--- config.mk ---
export PLATFORM = sky130hd
export DESIGN_NAME = pl_perf_counter_bank
export DESIGN_NICKNAME = d
export VERILOG_FILES = /design/src/rtl/pl_perf_pkg.sv /design/src/rtl/pl_perf_counter.sv /design/src/rtl/pl_perf_counter_bank.sv
export SDC_FILE = /design/constraint.sdc
export NUM_CORES = 1
export LEC_CHECK = 0
export CAP_MARGIN = 30
export CORE_MARGIN = 5
export CORE_UTILIZATION = 45
export CTS_BUF_LIST = sky130_fd_sc_hd__clkbuf_8
export DETAILED_ROUTE_END_ITERATION = 7
export PLACE_DENSITY_LB_ADDON = 0.25
export SLEW_MARGIN = 15
export SYNTH_ARGS = -nofsm -noshare
export SYNTH_HDL_FRONTEND = slang
export SYNTH_SLANG_ARGS = --single-unit
--- constraint.sdc ---
create_clock -name input_clk -period 12.3 [get_ports input_clk]
set_clock_uncertainty 0.15 [all_clocks]
set_input_delay 2.46 -clock input_clk [delete_from_list [all_inputs] [get_ports input_clk]]
set_output_delay 2.46 -clock input_clk [all_outputs]
set_load 0.01 [all_outputs]
--- src/rtl/pl_perf_pkg.sv ---
// Shared encodings for the performance-monitor counter bank.
package pl_perf_pkg;

   localparam int unsigned STATE_W = 2;

   typedef enum logic [STATE_W-1:0] {
      ST_IDLE    = 2'b00,
      ST_RUN     = 2'b01,
      ST_HALTED  = 2'b10,
      ST_TIMEOUT = 2'b11
   } state_e;

   localparam int unsigned MODE_WRAP = 0;
   localparam int unsigned MODE_SAT  = 1;

endpackage

--- src/rtl/pl_perf_counter.sv ---
// One event counter: clear, increment enable, wrap or saturate, sticky overflow flag.
module pl_perf_counter
   import pl_perf_pkg::*;
#(
   parameter int unsigned CNT_W    = 32,
   parameter int unsigned SAT_MODE = MODE_WRAP
) (
   input  logic             clk_i,
   input  logic             rst_i,
   input  logic             clr_i,
   input  logic             inc_i,
   output logic [CNT_W-1:0] cnt_o,
   output logic             ovf_o,
   output logic [CNT_W-1:0] cnt_nxt_c,
   output logic             ovf_nxt_c
);

   logic [CNT_W-1:0] cnt_q, cnt_d;
   logic             ovf_q, ovf_d;
   logic             at_max;

   // Next value: clear wins, otherwise increment with wrap/saturate at all-ones.
   always_comb begin
      cnt_d  = cnt_q;
      ovf_d  = ovf_q;
      at_max = &cnt_q;
      if (clr_i) begin
         cnt_d = '0;
         ovf_d = 1'b0;
      end else if (inc_i) begin
         if (at_max) begin
            ovf_d = 1'b1;
            cnt_d = (SAT_MODE == MODE_SAT) ? cnt_q : '0;
         end else begin
            cnt_d = cnt_q + CNT_W'(1);
         end
      end
   end

   // Counter and flag registers.
   always_ff @(posedge clk_i) begin
      if (rst_i) begin
         cnt_q <= '0;
         ovf_q <= 1'b0;
      end else begin
         cnt_q <= cnt_d;
         ovf_q <= ovf_d;
      end
   end

   assign cnt_o     = cnt_q;
   assign ovf_o     = ovf_q;
   assign cnt_nxt_c = cnt_d;
   assign ovf_nxt_c = ovf_d;

endmodule

--- src/rtl/pl_perf_counter_bank.sv ---
// Performance-monitor bank: NUM_CH event counters plus a run-cycle counter,
// run control with halt/timeout, snapshot bank and registered readout.
// The cycle counter is selectable only when SEL_W can encode NUM_CH.
module pl_perf_counter_bank
   import pl_perf_pkg::*;
#(
   parameter int unsigned NUM_CH     = 8,
   parameter int unsigned CNT_W      = 32,
   parameter int unsigned SAT_MODE   = MODE_WRAP,
   parameter int unsigned MAX_CYCLES = 200000,
   parameter int unsigned SEL_W      = 3
) (
   input  logic              input_clk,
   input  logic              rst,
   input  logic              start,
   input  logic              hlt,
   input  logic [NUM_CH-1:0] event_vec,
   input  logic              snap,
   input  logic [SEL_W-1:0]  rd_sel,
   output logic [CNT_W-1:0]  rd_data,
   output logic              rd_ovf,
   output logic [CNT_W-1:0]  cycles_consumed,
   output logic [1:0]        state,
   output logic              done,
   output logic              timeout
);

   localparam int unsigned      NUM_CNT  = NUM_CH + 1;
   localparam int unsigned      CYC_IDX  = NUM_CH;
   localparam bit               TMO_EN   = (MAX_CYCLES != 0);
   localparam logic [CNT_W-1:0] TMO_LAST = TMO_EN ? CNT_W'(MAX_CYCLES - 1) : '0;

   state_e           state_q, state_d;
   logic             done_q, done_d;
   logic             tmo_q, tmo_d;

   logic [CNT_W-1:0] cnt_q    [NUM_CNT];
   logic [CNT_W-1:0] cnt_nxt  [NUM_CNT];
   logic             ovf_q    [NUM_CNT];
   logic             ovf_nxt  [NUM_CNT];
   logic [CNT_W-1:0] snap_cnt_q [NUM_CNT];
   logic             snap_ovf_q [NUM_CNT];
   logic [CNT_W-1:0] rd_data_q, rd_data_d;
   logic             rd_ovf_q, rd_ovf_d;

   logic [NUM_CNT-1:0] inc;
   logic               run, clr, tmo_hit, exit_run;

   assign run      = (state_q == ST_RUN);
   assign clr      = start & ~run;
   assign tmo_hit  = TMO_EN && (cnt_q[CYC_IDX] == TMO_LAST);
   assign exit_run = run & (hlt | tmo_hit);

   // Event channels count their strobe; the last counter counts every RUN cycle.
   for (genvar g = 0; g < NUM_CNT; g++) begin : g_cnt
      if (g < NUM_CH) begin : g_ev
         assign inc[g] = run & event_vec[g];
      end else begin : g_cyc
         assign inc[g] = run;
      end
      pl_perf_counter #(
         .CNT_W    (CNT_W),
         .SAT_MODE (SAT_MODE)
      ) u_cnt (
         .clk_i     (input_clk),
         .rst_i     (rst),
         .clr_i     (clr),
         .inc_i     (inc[g]),
         .cnt_o     (cnt_q[g]),
         .ovf_o     (ovf_q[g]),
         .cnt_nxt_c (cnt_nxt[g]),
         .ovf_nxt_c (ovf_nxt[g])
      );
   end

   // State register with registered status flags.
   always_ff @(posedge input_clk) begin
      if (rst) begin
         state_q <= ST_IDLE;
         done_q  <= 1'b0;
         tmo_q   <= 1'b0;
      end else begin
         state_q <= state_d;
         done_q  <= done_d;
         tmo_q   <= tmo_d;
      end
   end

   // Next-state logic; halt takes priority over timeout.
   always_comb begin
      state_d = state_q;
      unique case (state_q)
         ST_IDLE:    if (start) state_d = ST_RUN;
         ST_RUN: begin
            if (hlt)          state_d = ST_HALTED;
            else if (tmo_hit) state_d = ST_TIMEOUT;
         end
         ST_HALTED,
         ST_TIMEOUT: if (start) state_d = ST_RUN;
         default:    state_d = ST_IDLE;
      endcase
   end

   // Status flags decoded from the next state so they line up with state_q.
   always_comb begin
      done_d = 1'b0;
      tmo_d  = 1'b0;
      if (state_d == ST_HALTED || state_d == ST_TIMEOUT) done_d = 1'b1;
      if (state_d == ST_TIMEOUT)                         tmo_d  = 1'b1;
   end

   // Readout mux over the snapshot bank; out-of-range selects read zero.
   always_comb begin
      rd_data_d = '0;
      rd_ovf_d  = 1'b0;
      for (int unsigned i = 0; i < NUM_CNT; i++) begin
         if (32'(rd_sel) == i) begin
            rd_data_d = snap_cnt_q[i];
            rd_ovf_d  = snap_ovf_q[i];
         end
      end
   end

   // Snapshot bank: run exit captures post-increment values, else snap captures live values.
   always_ff @(posedge input_clk) begin
      if (rst) begin
         for (int unsigned i = 0; i < NUM_CNT; i++) begin
            snap_cnt_q[i] <= '0;
            snap_ovf_q[i] <= 1'b0;
         end
         rd_data_q <= '0;
         rd_ovf_q  <= 1'b0;
      end else begin
         for (int unsigned i = 0; i < NUM_CNT; i++) begin
            if (exit_run) begin
               snap_cnt_q[i] <= cnt_nxt[i];
               snap_ovf_q[i] <= ovf_nxt[i];
            end else if (snap) begin
               snap_cnt_q[i] <= cnt_q[i];
               snap_ovf_q[i] <= ovf_q[i];
            end
         end
         rd_data_q <= rd_data_d;
         rd_ovf_q  <= rd_ovf_d;
      end
   end

   assign rd_data         = rd_data_q;
   assign rd_ovf          = rd_ovf_q;
   assign cycles_consumed = cnt_q[CYC_IDX];
   assign state           = state_q;
   assign done            = done_q;
   assign timeout         = tmo_q;

endmodule

# Yosys cells after proc, flatten, opt, wreduce, memory -nomap -nowiden
# Memories as Yosys holds them, arrays and structs flattened.
# Index checks and enable logic that the tools add are counted.
classes:
  addsub: 9
  eq_ne: 13
  mux: 121
  n_bitwise: 48
  reduce_logical: 13
ops:
  columns: ["operator", "count"]
  rows:
  - ["$mux 32", 53]
  - ["$add 32x1->32 const B", 9]
  - ["$reduce_and 32->1", 9]
  - ["$mux 1", 64]
  - ["$or 1x1->1", 37]
  - ["$eq 32x18->1 const B", 1]
  - ["$eq 3x3->1 const B", 4]
  - ["$and 1x1->1", 10]
  - ["$eq 2x2->1 const B", 4]
  - ["$eq 3x2->1 const B", 2]
  - ["$mux 2", 3]
  - ["$pmux 2 s2", 1]
  - ["$eq 3x1->1 const B", 1]
  - ["$logic_not 3->1", 1]
  - ["$reduce_or 3->1", 1]
  - ["$eq 2x1->1 const B", 1]
  - ["$logic_not 2->1", 1]
  - ["$logic_or 1x1->1", 1]
  - ["$not 1->1", 1]
totals:
  reg_bits: 334
  ram_bits: 297
  word_cells: 229
  mem_count: 2
mem_list:
  columns: ["name", "depth", "width", "read_ports", "rd_clocked_by_memory_dff", "write_ports", "line_no", "source"]
  rows:
  - ["snap_cnt_q", 9, 32, 8, 0, 9, "pl_perf_counter_bank.sv:41", "logic [CNT_W-1:0] snap_cnt_q [NUM_CNT];"]
  - ["snap_ovf_q", 9, 1, 8, 0, 9, "pl_perf_counter_bank.sv:42", "logic snap_ovf_q [NUM_CNT];"]

# Longest topological paths before layout
depth:
  word_depth: 9
  depth_mapped: 11
  depth_no_buf: 7

# Cells and area by module
# From an unflattened synthesis, not the netlist that was laid out.
hier_totals:
  hier_cells: 2920
  hier_area_um2: 30187.7
modules_own_cells:
  columns: ["module", "instances", "cells_per_inst", "area_per_inst_um2", "seq_area_each_um2"]
  rows:
  - ["pl_perf_counter_bank", 1, 980, 14233.7, 8668.3]
  - ["pl_perf_counter (g_cnt[0].u_cnt ...)", 7, 213, 1761.7, 660.6]
  - ["pl_perf_counter (g_cnt[3].u_cnt)", 1, 232, 1849.3, 660.6]
  - ["pl_perf_counter (g_cnt[8].u_cnt)", 1, 217, 1773.0, 660.6]

# Worst setup path before layout
# No wires, ideal clock.
synth_timing:
  path_type: "input -> register"
  from: "input port rst"
  to: "memory snap_cnt_q[0][0] (enable)"
  setup_ps: 636
  t_arrival_ps: 8569
  setup_slack_ps: 2945
  path_stages: 4
  n_path_buf: 2
  cell_sequence: "clkbuf_1 > clkbuf_1 > nor2_1 > nand2_1"
synth_rtl:
  columns: ["item", "line_no", "source"]
  rows:
  - ["start, declared", "pl_perf_counter_bank.sv:14", "input logic rst,"]
  - ["end, declared", "pl_perf_counter_bank.sv:41", null]

==> summary.log <==
INFO  power_and_ir_drop cellLeakagePower=11.4nW
INFO  final_layout   final_common_cell=sky130_fd_sc_hd__nor2_1
INFO  floorplan      initial_core_utilization=45.4%
INFO  power_and_ir_drop peakVddDrop=0.0642mV
INFO  sta            tightestPinTransition=1.04ns
INFO  yosys          synth-warning-count=0
INFO  yosys          syn_area_per_cell=9.03squm
INFO  final_layout   flow.area_growth_from_synthesis=11.2%
INFO  hold_path      hold_end=g_cnt[6].u_cnt.ovf_o
INFO  worst_setup_path crit_type=primary input to register
INFO  placed_design  hpwlAfterDp=65300um
INFO  sta            final-max-slew-violation-count=0
INFO  cts            clkLatencyLatePin=0.72ns
INFO  yosys          synthDominantAreaCellType=sky130_fd_sc_hd__edfxtp_1
INFO  worst_setup_path reg2reg_capture_point=snap_cnt_q[3][26]
INFO  worst_setup_path worst_reg2reg_path_depth=7
INFO  detailed_routing final_antenna_net_count=0
INFO  yosys          synth_sequential_area_ratio=46.9%
INFO  final_layout   n_fill_cell=6385
INFO  sta            setup_total_negative_slack=0ns
INFO  power_and_ir_drop p_comb_share=8.6%
INFO  worst_setup_path timing.critical_path.to_type=register
INFO  power_and_ir_drop share_clk_of_total_power=42.1%
INFO  power_and_ir_drop pwr-share-seq=49.3%
INFO  yosys          synth.top_cell.area_share=25.5%
INFO  detailed_routing detailedRoute.firstIterationViolations=2922
INFO  global_route   grt_first_pass_wirelength=152000um
INFO  hold_path      hold_path_depth=2
INFO  power_and_ir_drop p_switching=1.18mW
INFO  detailed_routing detail_route.first_pass.iterations=6
INFO  yosys          yosysUniqueCellTypes=71
INFO  placed_design  placement.io_buffers=84
INFO  detailed_routing route.detailed.drc=0
INFO  floorplan      dieWidth=273um
INFO  cts            cts_max_level=3
INFO  worst_setup_path r2r_slack=7.83ns
INFO  global_route   grt_antenna_before_repair=3
INFO  global_route   gr-usage-all-layers=25.9%
INFO  floorplan      floorplan.io_pins=85
INFO  sta            timing.fmax=194MHz
INFO  final_layout   share_of_final_layout_standard_cells_stronger_than_drive_strength_1=7.98%
INFO  worst_setup_path cp.required=12.60ns
INFO  floorplan      core_area=68600squm
INFO  sta            period_share=41.9%
INFO  detailed_routing num_vias=27000
INFO  worst_setup_path worstPathMaxFanout=181
INFO  cts            clockBufferDepth=3
INFO  yosys          synth-seq-cells=597
INFO  yosys          syn-instance-count=3448
INFO  detailed_routing routed_wirelength=99600um
INFO  yosys          synth_area_leaders=sky130_fd_sc_hd__edfxtp_1, sky130_fd_sc_hd__dfxtp_1, sky130_fd_sc_hd__nor2_1
INFO  hold_path      hold_path.startpoint=g_cnt[6].u_cnt.ovf_o
INFO  global_route   grt_start_max_net_pins=182
INFO  cts            cts.reportedPaths.clkPinSlew=0.06ns
INFO  yosys          mappedNetlistArea=31100squm
INFO  detailed_routing vias_per_cell=6.07
INFO  sta            timing.final.ws_setup=7.15ns
INFO  sta            slew_headroom=30.7%
INFO  detailed_routing routedWlPerCell=22.4um
INFO  yosys          post_synthesis_net_count=3473
INFO  sta            final_period_minus_worst_setup_slack=5.15ns
INFO  worst_setup_path critPathArrivalTime=5.45ns
INFO  yosys          count_of_flip_flops_with_a_built_in_enable_after_synthesis=264
INFO  cts            ctsResizeCount=0
INFO  placed_design  place_worst_setup_slack=6.55ns
INFO  power_and_ir_drop p_sw_share=27.0%
INFO  final_layout   fin_area=34600squm
INFO  floorplan      fp.dieArea=74600squm
INFO  power_and_ir_drop cell_internal_pwr=3.19mW
INFO  global_route   first_global_vias=24600
INFO  worst_setup_path worst_reg2reg_startpoint=g_cnt[8].u_cnt.cnt_o[18]
INFO  placed_design  gpl.final_weighted_congestion=0.921
INFO  cts            post-cts-setup-buffer-count=0
INFO  power_and_ir_drop power_density=126nW/um^2
INFO  sta            final_hold_viol_count=0
INFO  cts            tritoncts_clock_tree=done
INFO  cts            cts_made_buffers=104
INFO  sta            rsz0062_at_grt=no
INFO  sta            timing.final.setup_violations=0
INFO  placed_design  dpl.cell_count=4240
INFO  hold_path      timing.hold.worst.class=register to register
INFO  final_layout   final_cell_count_no_fill=4441
INFO  yosys          synth_top_flop_cell=sky130_fd_sc_hd__dfxtp_1
INFO  worst_setup_path crit_path_start_kind=primary input
INFO  yosys          postSynth.asyncResetShare=0%
INFO  cts            cts.sink_count=597
INFO  cts            clock_tree.root_cell=sky130_fd_sc_hd__clkbuf_8
INFO  placed_design  dpl-instance-area=32500squm
INFO  floorplan      rows=96
INFO  outcome        run_status=complete, no violations
INFO  final_layout   fin_nets=3443
INFO  global_route   grt-ovfl-total=0
INFO  floorplan      dieHeight=273um
INFO  final_layout   commonest_cells_after_routing_fill_and_taps_aside=sky130_fd_sc_hd__nor2_1, sky130_fd_sc_hd__dfxtp_1, sky130_fd_sc_hd__nand2_1, sky130_fd_sc_hd__edfxtp_1, sky130_fd_sc_hd__a21oi_1
INFO  job            max_capacitance_violation_total=0
INFO  cts            quantity_of_hold_fixing_buffers_added_after_cts=0
==> flip-flops by register name, indices dropped and copies added (netlist names) <==
name               cells
timeout                1
snap_cnt_q           256
g_cnt.u_cnt.ovf_o      8
g_cnt.u_cnt.cnt_o    288
snap_ovf_q             8
done                   1
rd_ovf                 1
state                  2
rd_data               32
==> stage by stage <==
stage               hold WS (ns)  util, %  total power [mW]
detailed placement         0.309     47.4              2.56
global placement           0.300     47.3              2.56
global route               0.347     50.5              4.52
CTS                        0.322     50.4              4.39
floorplan                  0.291        -              2.40
finish                     0.324     50.5              4.37
==> routing by layer <==
layer / global-route usage (%) / vias up / share of wire [%]
met5: 0 / - / 0.011
met2: 39.2 / 1174 / 44
met4: 9.85 / 2 / 4.1
li1: - / 12600 / -
met1: 36.5 / 13000 / 43
met3: 5.65 / 207 / 9.1
==> worst max-delay path by stage <==
stage / endpoint / slack, ns / start / cells past startpoint
2_1_floorplan: snap_cnt_q[0][0] / 2.94 / rst / 4
4_1_cts: snap_cnt_q[4][17] / 7.30 / snap / 7
5_1_grt: snap_cnt_q[4][4] / 7.07 / snap / 7
3_3_place_gp: snap_cnt_q[1][21] / 6.22 / hlt / 5
3_5_place_dp: snap_cnt_q[4][17] / 6.55 / snap / 7
6_report: snap_cnt_q[4][17] / 7.15 / snap / 7
==> logic make-up after synthesis <==
kind of cell | after synthesis | synth area share, %
buffers and inverters | 293 | 4.05
DFF | 597 | 46.9
xor gates and xnor gates | 239 | 6.72
and+or+nand+nor | 1541 | 25.2
muxes | 60 | 2.89
adders and majority gates | 9 | 0.362
AOI/OAI and AO/OA | 709 | 13.9
==> cell type report <==
type	instances	area [sq um]	share of cell area, %
antenna	2	5.00	0.0145
clock buffer	123	1690	4.89
clock inverter	73	395	1.14
inverter	15	56.3	0.163
multi-input combinational	2558	15400	44.4
sequential	597	14600	42.1
tap	931	1160	3.36
timing repair buffer	142	1360	3.94
==> power by group through the flow <==
stage	Clock (mW)	Combinational, mW	Sequential (mW)
2_1_floorplan	0	0.207	2.19
3_3_place_gp	0	0.360	2.20
5_1_grt	1.96	0.394	2.16
3_5_place_dp	0	0.367	2.20
4_1_cts	1.87	0.367	2.16
6_report	1.84	0.375	2.16
==> synth_stat cells (9+ instances only) <==
| master | instances |
|---|---|
| sky130_fd_sc_hd__nor2_1 | 489 |
| sky130_fd_sc_hd__dfxtp_1 | 333 |
| sky130_fd_sc_hd__nand2_1 | 303 |
| sky130_fd_sc_hd__edfxtp_1 | 264 |
| sky130_fd_sc_hd__a21oi_1 | 258 |
| sky130_fd_sc_hd__clkbuf_1 | 191 |
| sky130_fd_sc_hd__o21ai_0 | 168 |
| sky130_fd_sc_hd__nand3_1 | 135 |
| sky130_fd_sc_hd__xor2_1 | 122 |
| sky130_fd_sc_hd__xnor2_1 | 117 |
| sky130_fd_sc_hd__or3_1 | 94 |
| sky130_fd_sc_hd__and3_1 | 83 |
| sky130_fd_sc_hd__nand4_1 | 70 |
| sky130_fd_sc_hd__nor3_1 | 65 |
| sky130_fd_sc_hd__o22ai_1 | 63 |
| sky130_fd_sc_hd__or4_1 | 50 |
| sky130_fd_sc_hd__nor4_1 | 41 |
| sky130_fd_sc_hd__mux2i_1 | 36 |
| sky130_fd_sc_hd__and4_1 | 35 |
| sky130_fd_sc_hd__a31oi_1 | 34 |
| sky130_fd_sc_hd__buf_4 | 33 |
| sky130_fd_sc_hd__and2_1 | 31 |
| sky130_fd_sc_hd__nand3b_1 | 30 |
| sky130_fd_sc_hd__nand4b_1 | 29 |
| sky130_fd_sc_hd__buf_2 | 28 |
| sky130_fd_sc_hd__buf_1 | 25 |
| sky130_fd_sc_hd__a2111oi_0 | 24 |
| sky130_fd_sc_hd__mux4_2 | 24 |
| sky130_fd_sc_hd__a32o_1 | 23 |
| sky130_fd_sc_hd__o21a_1 | 19 |
| sky130_fd_sc_hd__a22oi_1 | 17 |
| sky130_fd_sc_hd__nand2b_1 | 16 |
| sky130_fd_sc_hd__nor3b_1 | 16 |
| sky130_fd_sc_hd__inv_1 | 15 |
| sky130_fd_sc_hd__or2_2 | 13 |
| sky130_fd_sc_hd__o32ai_1 | 12 |
| sky130_fd_sc_hd__nor2b_1 | 11 |
| sky130_fd_sc_hd__o41ai_1 | 11 |
| sky130_fd_sc_hd__a22o_1 | 10 |
| sky130_fd_sc_hd__a211oi_1 | 9 |
| sky130_fd_sc_hd__ha_1 | 9 |
| sky130_fd_sc_hd__o221ai_1 | 9 |
==> worst max-delay path, stage by stage <==
cell and delay, ns:
sky130_fd_sc_hd__clkdlybuf4s50_1 0.50, sky130_fd_sc_hd__nor2b_1 0.26, sky130_fd_sc_hd__nand2_1 0.52, sky130_fd_sc_hd__nor2_4 0.29
sky130_fd_sc_hd__buf_12 0.66, sky130_fd_sc_hd__nor2_1 0.36, sky130_fd_sc_hd__a32o_1 0.31
Note: power is estimated with default switching activity, not from simulation.
